File: src/rtl/modulo_condicionador_disparo.sv
// Fire/place button conditioner: synchroniser, press/release debounce FSM, coordinate validation.
// Optional macro SHOT_HISTORY_EN adds a per-cell shot history that rejects repeated shots.
module modulo_condicionador_disparo #(
    parameter int DEBOUNCE_CYCLES = 500000,
    parameter int CNT_W           = 20,
    parameter int ROWS            = 7,
    parameter int COLS            = 5,
    parameter int MAX_SHOTS       = 35
) (
    input  logic       clk,
    input  logic       clr_n,
    input  logic       button_raw,
    input  logic [1:0] hh1,
    input  logic [5:0] hh2,
    output logic       place_pulse,
    output logic       shot_pulse,
    output logic       shot_reject,
    output logic [2:0] cmd_row,
    output logic [2:0] cmd_col,
    output logic [5:0] shot_count,
    output logic       busy
);

    typedef enum logic [2:0] {IDLE, PRESS_DB, FIRE, HELD, REL_DB} state_t;

    localparam logic [CNT_W-1:0] CNT_LAST  = CNT_W'(DEBOUNCE_CYCLES - 1);
    localparam logic [5:0]       SHOT_MAX  = 6'(MAX_SHOTS);
    localparam logic [1:0]       MODE_POS  = 2'b01;
    localparam logic [1:0]       MODE_ATK  = 2'b10;

    state_t           r_state;
    logic [1:0]       r_sync;
    logic [CNT_W-1:0] r_cnt;
    logic             r_armed;
    logic             r_place;
    logic             r_shot;
    logic             r_reject;
    logic [2:0]       r_row;
    logic [2:0]       r_col;
    logic [5:0]       r_count;
    logic             r_busy;

    logic       w_btn;
    logic [2:0] w_row;
    logic [2:0] w_col;
    logic       w_valid;
    logic       w_repeat;
    logic       w_fire_now;
    logic       w_shot_ok;

    assign w_btn      = ~r_sync[1];
    assign w_row      = hh2[5:3];
    assign w_col      = hh2[2:0];
    assign w_valid    = ({1'b0, w_row} < 4'(ROWS)) && ({1'b0, w_col} < 4'(COLS));
    assign w_fire_now = (r_state == PRESS_DB) && w_btn && (r_cnt == CNT_LAST);
    assign w_shot_ok  = (hh1 == MODE_ATK) && w_valid && !w_repeat;

`ifdef SHOT_HISTORY_EN
    localparam int HIST_W = ROWS * COLS;

    logic [HIST_W-1:0] r_history;
    logic [7:0]        w_idx;

    assign w_idx    = 8'(w_row) * 8'(COLS) + 8'(w_col);
    // Shift-and-mask keeps the lookup in range even when the coordinate is invalid
    assign w_repeat = w_valid && |(r_history & (HIST_W'(1) << w_idx));

    always_ff @(posedge clk) begin
        if (!clr_n) begin
            r_history <= '0;
        end else if (w_fire_now && w_shot_ok) begin
            r_history <= r_history | (HIST_W'(1) << w_idx);
        end
    end
`else
    assign w_repeat = 1'b0;
`endif

    always_ff @(posedge clk) begin
        if (!clr_n) begin
            // Sync flops reset to "pressed" so a button held through reset never arms
            r_sync   <= '0;
            r_state  <= IDLE;
            r_cnt    <= '0;
            r_armed  <= 1'b0;
            r_place  <= 1'b0;
            r_shot   <= 1'b0;
            r_reject <= 1'b0;
            r_row    <= '0;
            r_col    <= '0;
            r_count  <= '0;
            r_busy   <= 1'b0;
        end else begin
            r_sync   <= {r_sync[0], button_raw};
            r_place  <= 1'b0;
            r_shot   <= 1'b0;
            r_reject <= 1'b0;
            case (r_state)
                IDLE: begin
                    if (!w_btn) begin
                        r_armed <= 1'b1;
                    end else if (r_armed) begin
                        r_state <= PRESS_DB;
                        r_cnt   <= '0;
                        r_busy  <= 1'b1;
                    end
                end
                PRESS_DB: begin
                    if (!w_btn) begin
                        r_state <= IDLE;
                        r_cnt   <= '0;
                        r_busy  <= 1'b0;
                    end else if (r_cnt == CNT_LAST) begin
                        r_state <= FIRE;
                        r_cnt   <= '0;
                        r_row   <= w_row;
                        r_col   <= w_col;
                        if (hh1 == MODE_POS) begin
                            r_place <= 1'b1;
                        end else if (hh1 == MODE_ATK) begin
                            if (w_shot_ok) begin
                                r_shot <= 1'b1;
                                if (r_count != SHOT_MAX) r_count <= r_count + 6'd1;
                            end else begin
                                r_reject <= 1'b1;
                            end
                        end
                    end else begin
                        r_cnt <= r_cnt + 1'b1;
                    end
                end
                FIRE: begin
                    r_state <= HELD;
                end
                HELD: begin
                    if (!w_btn) begin
                        r_state <= REL_DB;
                        r_cnt   <= '0;
                    end
                end
                REL_DB: begin
                    if (w_btn) begin
                        r_state <= HELD;
                        r_cnt   <= '0;
                    end else if (r_cnt == CNT_LAST) begin
                        r_state <= IDLE;
                        r_cnt   <= '0;
                        r_busy  <= 1'b0;
                    end else begin
                        r_cnt <= r_cnt + 1'b1;
                    end
                end
                default: begin
                    r_state <= IDLE;
                    r_cnt   <= '0;
                    r_busy  <= 1'b0;
                end
            endcase
        end
    end

    assign place_pulse = r_place;
    assign shot_pulse  = r_shot;
    assign shot_reject = r_reject;
    assign cmd_row     = r_row;
    assign cmd_col     = r_col;
    assign shot_count  = r_count;
    assign busy        = r_busy;

endmodule
File: config.mk
export PLATFORM = sky130hd
export DESIGN_NAME = modulo_condicionador_disparo
export DESIGN_NICKNAME = d
export VERILOG_FILES = /design/src/rtl/modulo_condicionador_disparo.sv
export SDC_FILE = /design/constraint.sdc
export NUM_CORES = 1
export LEC_CHECK = 0
export CAP_MARGIN = 20
export CORE_MARGIN = 3
export CORE_UTILIZATION = 30
export CTS_CLUSTER_SIZE = 30
export DETAILED_ROUTE_END_ITERATION = 6
export GPL_TIMING_DRIVEN = 0
export PLACE_DENSITY = 0.59
export SKIP_CTS_REPAIR_TIMING = 1
export SYNTH_ARGS = -nofsm -noshare
export SYNTH_HDL_FRONTEND = slang
export SYNTH_SLANG_ARGS = --single-unit
File: constraint.sdc
create_clock -name clk -period 1.9 [get_ports clk]
set_clock_uncertainty 0.05 [all_clocks]
set_input_delay 0.19 -clock clk [delete_from_list [all_inputs] [get_ports clk]]
set_output_delay 0.19 -clock clk [all_outputs]
set_load 0.01 [all_outputs]
==> summary.txt, run 1 <==
Routing
  • WL final: 4.54 mm
  • DRC marker count from the first detailed-route iteration: 63
  • Antenna Nets Post-Route: 0
  • DR vias: 1,743
  • TritonRoute pass-1 iters: 4
  • Wire per inst: 13.1 µm
  • Residual DRC: 0
  • Vias per cell: 5.04

Global routing
  • Vias in the first global route: 1,579
  • Pin count of the biggest net entering global routing: 14
  • Initial antenna violation count: 0
  • First-pass GRT wire length: 7.43 mm
  • GR Util All Layers: 0.122
  • GRT overflow: 0

Status
  • Status: finished clean

Finish
  • Layout cells sized above 1: 0.197
  • Final nets: 281
  • N_diodes: 0
  • Area Overhead vs Synth: 30.5%
  • Non-Filler Instances: about 350

Synth
  • Cell taking the most area after synthesis: dfxtp_1
  • Top-area cell type share of the netlist area: 0.411
  • Most common flop cell mapped by yosys: dfxtp_1
  • Top cells by area, synth: dfxtp_1, nor2_1, xnor2_1
  • Synth unique cells: 53
  • Most frequent cell after synthesis: dfxtp_1
  • Syn Area/Cell: between 8 and 9 µm²
  • Synthesized Nets: between 200 and 250
  • Warnings, synthesis: 0
  • Async S/R FF share, synth: 0
  • Post-Syn Instances: 228
  • Post-synthesis sequential area ratio: 0.411
  • Post-synth EDFFs: 0
  • Cell area after synthesis: 0.00205 mm²
  • Most instantiated cells after synthesis: dfxtp_1, nor2_1, nand2_1, xnor2_1, mux2i_1
  • Synth Register Bits: 42

Clock tree
  • CTS tree: built
  • Sink Count: 42
  • CTS max path bufs: 2
  • Root Buffer: clkbuf_8
  • CTS buffer count: 5
  • Clock latency on the worst-skew pair: 0.30 ns
  • Clock transition at path regs: 0.08 ns
  • H-tree levels: 2

Power
  • Max VDD drop: between 0.2 and 0.25 mV
  • Leakage: 0.878 nW
  • Power density cells: 650 mW/mm²
  • Power Total: 1.74 mW

Timing
  • Number of slew-limit violations in the final report: 0
  • Final min period: 1.89 ns
  • Slew at the pin with the worst max-slew slack: 0.666 ns
  • Post-route clock period utilization: 0.994
  • Worst slew margin: 0.555
  • Fmax: 529 MHz
  • Final setup vio count: 0
  • RSZ-0062 raised after global routing: yes
  • Final Hold Fails: 0

Flow run
  • Max Cap Violations: 0

Hold path
  • Hold Crit Class: register to register

Floorplanning
  • Die Footprint: 0.00785 mm²
  • Core area: 0.00649 mm²
  • Row cnt: 29
  • # IOs: 27
  • Chip Width: 88.6 µm
  • Chip height: just under 90 µm
  • Starting Density: 0.315

Critical path
  • Crit path launch type: register
  • Data required, critical path: 2.09 ns
  • Crit path DAT: ~2.1 ns
  • Element type at the critical path end: register
  • Crit Path Class: register to register
  • Maximum fanout along the worst path: 8

Placed design
  • I/O Buffers: 26
  • DP HPWL: between 3 and 4 mm
  • GP Congestion: between 0.7 and 0.8
  • Placed insts: 331
[per-stage QoR]
step                      hold WS [ns]  area (µm²)  utilization  TNS (ns)  setup slack, ns
final                            0.412        2670        0.411         0           0.0112
after global routing             0.413        2670        0.411    -0.334          -0.0930
after CTS                        0.402        2510        0.387     -3.19           -0.284
after detailed placement         0.383        2400        0.370     -3.24           -0.263
after global placement           0.384        2400        0.370     -3.27           -0.264
after floorplan                  0.267        2050            -         0           0.0329
[routing by layer]
layer  vias to the layer above  share of wire  track usage
li1                        893              -            -
met3                         4          0.038       0.0354
met4                         0          0.012       0.0577
met5                         -              0            0
met1                       818           0.49        0.164
met2                        28           0.46        0.179
[kinds of logic (layout without fill, tap and decap cells)]
group                    Yosys count  count (layout)  share of synthesized area
flip-flops                        42              42                      0.411
AO/OA/AOI/OAI                     30              30                      0.111
buffers and inverters             12              53                     0.0250
multiplexers                      10              10                     0.0489
AND/OR/NAND/NOR                  117             117                      0.329
XOR/XNOR                          15              15                     0.0641
adder cells (fa/ha/maj)            2               2                     0.0122
[cells in the final DEF, fill, tap and decap left out, drive strengths merged, types with 3 or more instances in the layout]
cell type,n
and2,4
nand2b,3
o21a,3
clkbuf,9
nor4b,4
nor2,35
buf,12
xnor2,15
nand3,7
nand2,22
or3,3
o21ai,4
and3,6
a21oi,4
clkdlybuf4s50,26
nor4,9
nor3b,3
nor3,9
inv,4
dfxtp,42
mux2i,10
nand4,3
[registers in the layout, summed over array words and instances, names as in the netlist]
register     cells
r_state          3
cmd_row          3
cmd_col          3
r_cnt           20
r_sync           2
shot_pulse       1
shot_reject      1
busy             1
shot_count       6
r_armed          1
place_pulse      1
[worst max-delay path, stage by stage (launching register included)]
cell	delay, ns
dfxtp_1	0.37
ha_1	0.20
and3_2	0.23
nand2_2	0.13
or3_4	0.40
or3_4	0.34
a21oi_2	0.11
[power breakdown]
group,switching (mW),internal [mW]
sequential,0.00897,0.888
combinational,0.0625,0.0653
clock,0.321,0.392
[layout make-up]
class / instances / area, µm²
flip-flops and latches: 42 / 855
clock buffers: 6 / 72.6
plain buffers: 8 / 56.3
well taps: 77 / 96.3
repair buffers: 33 / 313
inverters: 4 / 15.0
clock inverters: 2 / 37.5
multi-input cells: 174 / 1230
fillers: 647 / 3820
[final timing paths]
check / start / to / slack (ns) / cells past startpoint
setup / recovery: r_cnt[1] / shot_count[4] / 0.01 / 6
hold / removal: r_sync[0] / r_sync[1] / 0.41 / 1
setup reg to reg: r_cnt[1] / shot_count[4] / 0.01 / 6
hold reg to reg: r_sync[0] / r_sync[1] / 0.41 / 1
(Power assumes the default switching activity.)
==> run 2, diff against run 1 <==
CTS_CLUSTER_SIZE = not set   (was 30)
PLACE_DENSITY = 0.58   (was 0.59)
clock period = 2 ns   (was 1.9 ns; I/O delays follow)
==> summary.txt, run 2 (synthesized netlist as in run 1, its figures left out) <==
Floorplanning
  • # IOs: 27
  • Chip height: 88.6 µm
  • Core area: roughly 0.0065 mm²
  • Chip Width: 88.6 µm
  • Starting Density: 0.315
  • Row cnt: 29
  • Die Footprint: 0.00785 mm²

Critical path
  • Crit path DAT: around 2.1 ns
  • CP cell instances: nor4_4, nand4_4, or3_4, o31a_1, o21a_1
  • Crit path buf inv count: 0
  • Maximum fanout along the worst path: 8
  • Crit Path Class: register to register
  • Element type at the critical path end: register
  • Crit-path slowest cell: or3_4
  • Stages on worst setup path: 5
  • CP top delay family: simple AND/OR/NAND/NOR gates
  • FF-to-FF path depth: 5
  • Max incr delay on CP: approximately 0.45 ns
  • Data required, critical path: 2.16 ns
  • Crit path launch type: register

Clock tree
  • H-tree levels: 2
  • Root Buffer: clkbuf_8
  • CTS max path bufs: 2
  • Clock latency on the worst-skew pair: 0.30 ns
  • CTS tree: built
  • CTS buffer count: 5
  • Sink Count: 42
  • Clock transition at path regs: 0.09 ns

Power
  • Power density cells: 681 mW/mm²
  • P_int: 1.40 mW
  • Seq pwr share: 0.477
  • Clock power share: 0.458
  • Max VDD drop: 0.320 mV
  • Comb power frac: 0.065
  • Leakage: 0.863 nW
  • NetSw: 384 µW
  • Switching Share: 0.215

Placed design
  • Placed insts: 331
  • I/O Buffers: 26
  • GP Congestion: roughly 0.8
  • DP HPWL: 3.11 mm

Finish
  • Area Overhead vs Synth: 27.9%
  • Commonest non-fill, non-tap cells in the layout: dfxtp_1, nor2_1, clkdlybuf4s50_1
  • Largest Register: r_cnt
  • Final nets: about 280
  • Util after Layout: 0.403
  • Filler cells: 650
  • Max FFs per register: 20
  • Non-Filler Instances: 341
  • Commonest non-fill, non-tap cell in the layout: dfxtp_1
  • Layout cells sized above 1: 0.152
  • N_diodes: 0

Global routing
  • Pin count of the biggest net entering global routing: 15
  • First-pass GRT wire length: between 7 and 8 mm
  • GR Util All Layers: 0.122
  • Vias in the first global route: 1,654
  • GRT overflow: 0
  • Initial antenna violation count: 0

Hold path
  • Hold Crit Class: register to register
  • Hold Path Depth: 1

Timing
  • Final setup vio count: 0
  • Number of slew-limit violations in the final report: 0
  • Final Hold Fails: 0
  • Final min period: 1.90 ns
  • Post-route clock period utilization: 0.951
  • Slew at the pin with the worst max-slew slack: 0.538 ns
  • Worst slew margin: 0.640
  • Setup TNS: 0 ns
  • Fmax: 526 MHz

Routing
  • Residual DRC: 0
  • Antenna Nets Post-Route: 0
  • DR vias: 1,708
  • Wire per inst: 13.2 µm
  • DRC marker count from the first detailed-route iteration: 53
  • WL final: 4.50 mm
  • Vias per cell: 5.01
  • TritonRoute pass-1 iters: 4

Flow run
  • Max Cap Violations: 0

Status
  • Status: finished clean
## run 2: cell count changes in the layout (fill, tap and decap cells not counted), sizes merged
cell / previous run / this run
buf: 12 / 6
bufinv: 1 / 2
clkinv: 0 / 1
clkinvlp: 1 / 0
## run 2: final timing paths
path         startpoint             to  slack [ns]
max           r_cnt[14]  shot_count[3]         0.1
max reg2reg   r_cnt[14]  shot_count[3]         0.1
min reg2reg   r_sync[0]      r_sync[1]        0.39
min           r_sync[0]      r_sync[1]        0.39
## run 2: final cells by class
class | count | area (µm²) | share of cell area
Clock inverter | 3 | 68.8 | 0.0263
Sequential cell | 42 | 848 | 0.324
Clock buffer | 5 | 68.8 | 0.0263
Multi-Input combinational cell | 174 | 1200 | 0.458
Buffer | 8 | 50.0 | 0.0191
Tap cell | 77 | 96.3 | 0.0368
Timing Repair Buffer | 28 | 273 | 0.104
Inverter | 4 | 15.0 | 0.00573
## run 2: power by group through the flow
stage	sequential, mW	clock [mW]	combinational, mW
final	0.851	0.818	0.116
after global routing	0.853	0.855	0.128
after CTS	0.851	0.830	0.105
after detailed placement	0.871	0	0.105
after global placement	0.871	0	0.104
after floorplan	0.870	0	0.0591
## run 2: worst register-to-register path, cell delays in order (launching register included)
cell and delay, ns:
dfxtp_1 0.38, nor4_4 0.31, nand4_4 0.20, or3_4 0.45, o31a_1 0.25, o21a_1 0.17
## run 2: routing by layer
layer	GRT usage	share of wire	vias up	wire length [µm]
met5	0	0	-	0
met4	0.0371	0.010	0	45
met3	0.0335	0.033	6	149
met2	0.194	0.47	28	2110
met1	0.160	0.49	792	2200
li1	-	-	882	-
## run 2: per-stage QoR
step	worst slack (ns)	hold slack (ns)	power, mW	cell area, µm²
final	0.0977	0.392	1.78	2620
after global routing	-0.00214	0.420	1.84	2620
after CTS	-0.177	0.392	1.79	2540
after detailed placement	-0.202	0.372	0.975	2400
after global placement	-0.194	0.365	0.974	2400
after floorplan	0.133	0.277	0.929	2050
==> run 3, diff against run 2 <==
ABC_AREA = 0   (was not set)
CORE_ASPECT_RATIO = 0.6   (was not set)
==> summary.txt, run 3 (synthesized netlist as in run 1, its figures left out) <==
Finish
  • Layout cells sized above 1: 0.151
  • N_diodes: 0
  • Max FFs per register: 20
  • Largest Register: r_cnt
  • Final nets: 277
  • Area Overhead vs Synth: 31.8%
  • Commonest non-fill, non-tap cell in the layout: dfxtp_1
  • Commonest non-fill, non-tap cells in the layout: dfxtp_1, nor2_1, clkdlybuf4s50_1

Routing
  • TritonRoute pass-1 iters: 4
  • DRC marker count from the first detailed-route iteration: 79
  • Residual DRC: 0
  • WL final: 4.72 mm
  • Antenna Nets Post-Route: 0
  • DR vias: between 1,500 and 2,000
  • Wire per inst: 13.5 µm
  • Vias per cell: 4.85

Timing
  • Min setup slack post-route: 0.0613 ns
  • Worst slew margin: 0.605
  • Slew at the pin with the worst max-slew slack: 0.583 ns
  • RSZ-0062 raised after global routing: yes
  • Final setup vio count: 0
  • Final min period: 1.94 ns
  • Number of slew-limit violations in the final report: 0
  • Hold_ws: 0.382 ns
  • Final Hold Fails: 0
  • Fmax: 516 MHz
  • Post-route clock period utilization: 0.969

Power
  • Power Total: 1.88 mW
  • Max VDD drop: roughly 0.33 mV
  • Leakage: 0.889 nW
  • Power density cells: 697 mW/mm²

Placed design
  • GP Congestion: 0.787
  • I/O Buffers: 26
  • DP HPWL: 3.49 mm
  • Setup WS pre-CTS: -0.191 ns

Floorplanning
  • Core area: roughly 0.0064 mm²
  • Chip height: ~70 µm
  • # IOs: 27
  • Chip Width: around 110 µm
  • Die Footprint: 0.00789 mm²
  • Row cnt: 22
  • Starting Density: 0.322

Flow run
  • Max Cap Violations: 0

Critical path
  • CP cell instances: buf_4, nor4b_4, nand2_1, or3_4, o31a_1, o21a_1
  • Maximum fanout along the worst path: 10
  • Data required, critical path: 2.13 ns
  • Crit path DAT: 2.07 ns
  • Crit path buf inv count: 1
  • Crit path launch type: register
  • Crit Path Class: register to register
  • FF-to-FF path depth: 6
  • Crit-path slowest cell: or3_4
  • Stages on worst setup path: 6
  • Max incr delay on CP: between 0.3 and 0.4 ns
  • CP top delay family: simple AND/OR/NAND/NOR gates
  • Element type at the critical path end: register

Clock tree
  • CTS buffer count: 5
  • Clock transition at path regs: 0.06 ns
  • Root Buffer: clkbuf_16
  • H-tree levels: 2
  • Clock latency on the worst-skew pair: about 0.28 ns
  • Sink Count: 42
  • CTS tree: built
  • CTS max path bufs: 2

Hold path
  • Hold Crit Class: register to register
  • Hold Path Depth: 1

Global routing
  • First-pass GRT wire length: 7.93 mm
  • GRT overflow: 0
  • GR Util All Layers: 0.125
  • Pin count of the biggest net entering global routing: 13
  • Vias in the first global route: 1,491
  • Initial antenna violation count: 0

Status
  • Status: finished clean
run 3: changes by cell type in the layout (fill, tap and decap cells not counted), sizes merged:
cell,delta
bufinv,-1
clkbuf,+2
clkinv,-1
buf,+1
run 3: metrics by stage:
stage          cells  TNS [ns]  cell area, µm²   util
2_1_floorplan    228         0            2050      -
3_3_place_gp     338     -2.20            2410  0.380
3_5_place_dp     338     -2.06            2410  0.380
4_1_cts          346     -2.34            2580  0.405
5_1_grt          349   -0.0572            2700  0.425
6_report         349         0            2700  0.425
run 3: worst reg2reg max path: cells and delay by family, from the launching register on:
kind / cells / cell delay (ns)
AND/OR/NAND/NOR: 3 / 0.76
buffers and inverters: 1 / 0.20
AO/OA/AOI/OAI: 2 / 0.47
flip-flops: 1 / 0.36
run 3: worst paths after layout:
path | start | endpoint | slack [ns]
worst min register to register | r_sync[0] | r_sync[1] | 0.38
worst max-delay path | r_sync[1] | shot_count[3] | 0.06
worst min-delay path | r_sync[0] | r_sync[1] | 0.38
worst max register to register | r_sync[1] | shot_count[3] | 0.06
run 3: routing by layer:
metal / global-route usage / routed length (µm) / share of wire / vias to the layer above
met1: 0.208 / 2760 / 0.58 / 772
met2: 0.150 / 1790 / 0.38 / 21
met5: 0 / 0 / 0 / -
met3: 0.0312 / 127 / 0.027 / 7
met4: 0.0320 / 49 / 0.010 / 0
li1: - / - / - / 892
run 3: report_power, final:
group | total, mW | internal (mW) | switching [mW]
clock | 0.911 | 0.590 | 0.320
sequential | 0.854 | 0.845 | 0.00914
combinational | 0.116 | 0.0560 | 0.0601
run 3: cell type report:
cell class | count | area [µm²]
inverters | 4 | 15.0
flip-flops and latches | 42 | 845
clock buffers | 7 | 133
plain buffers | 8 | 42.5
multi-input cells | 174 | 1250
repair buffers | 29 | 283
clock inverters | 1 | 30.0
well taps | 84 | 105
fillers | 606 | 3660
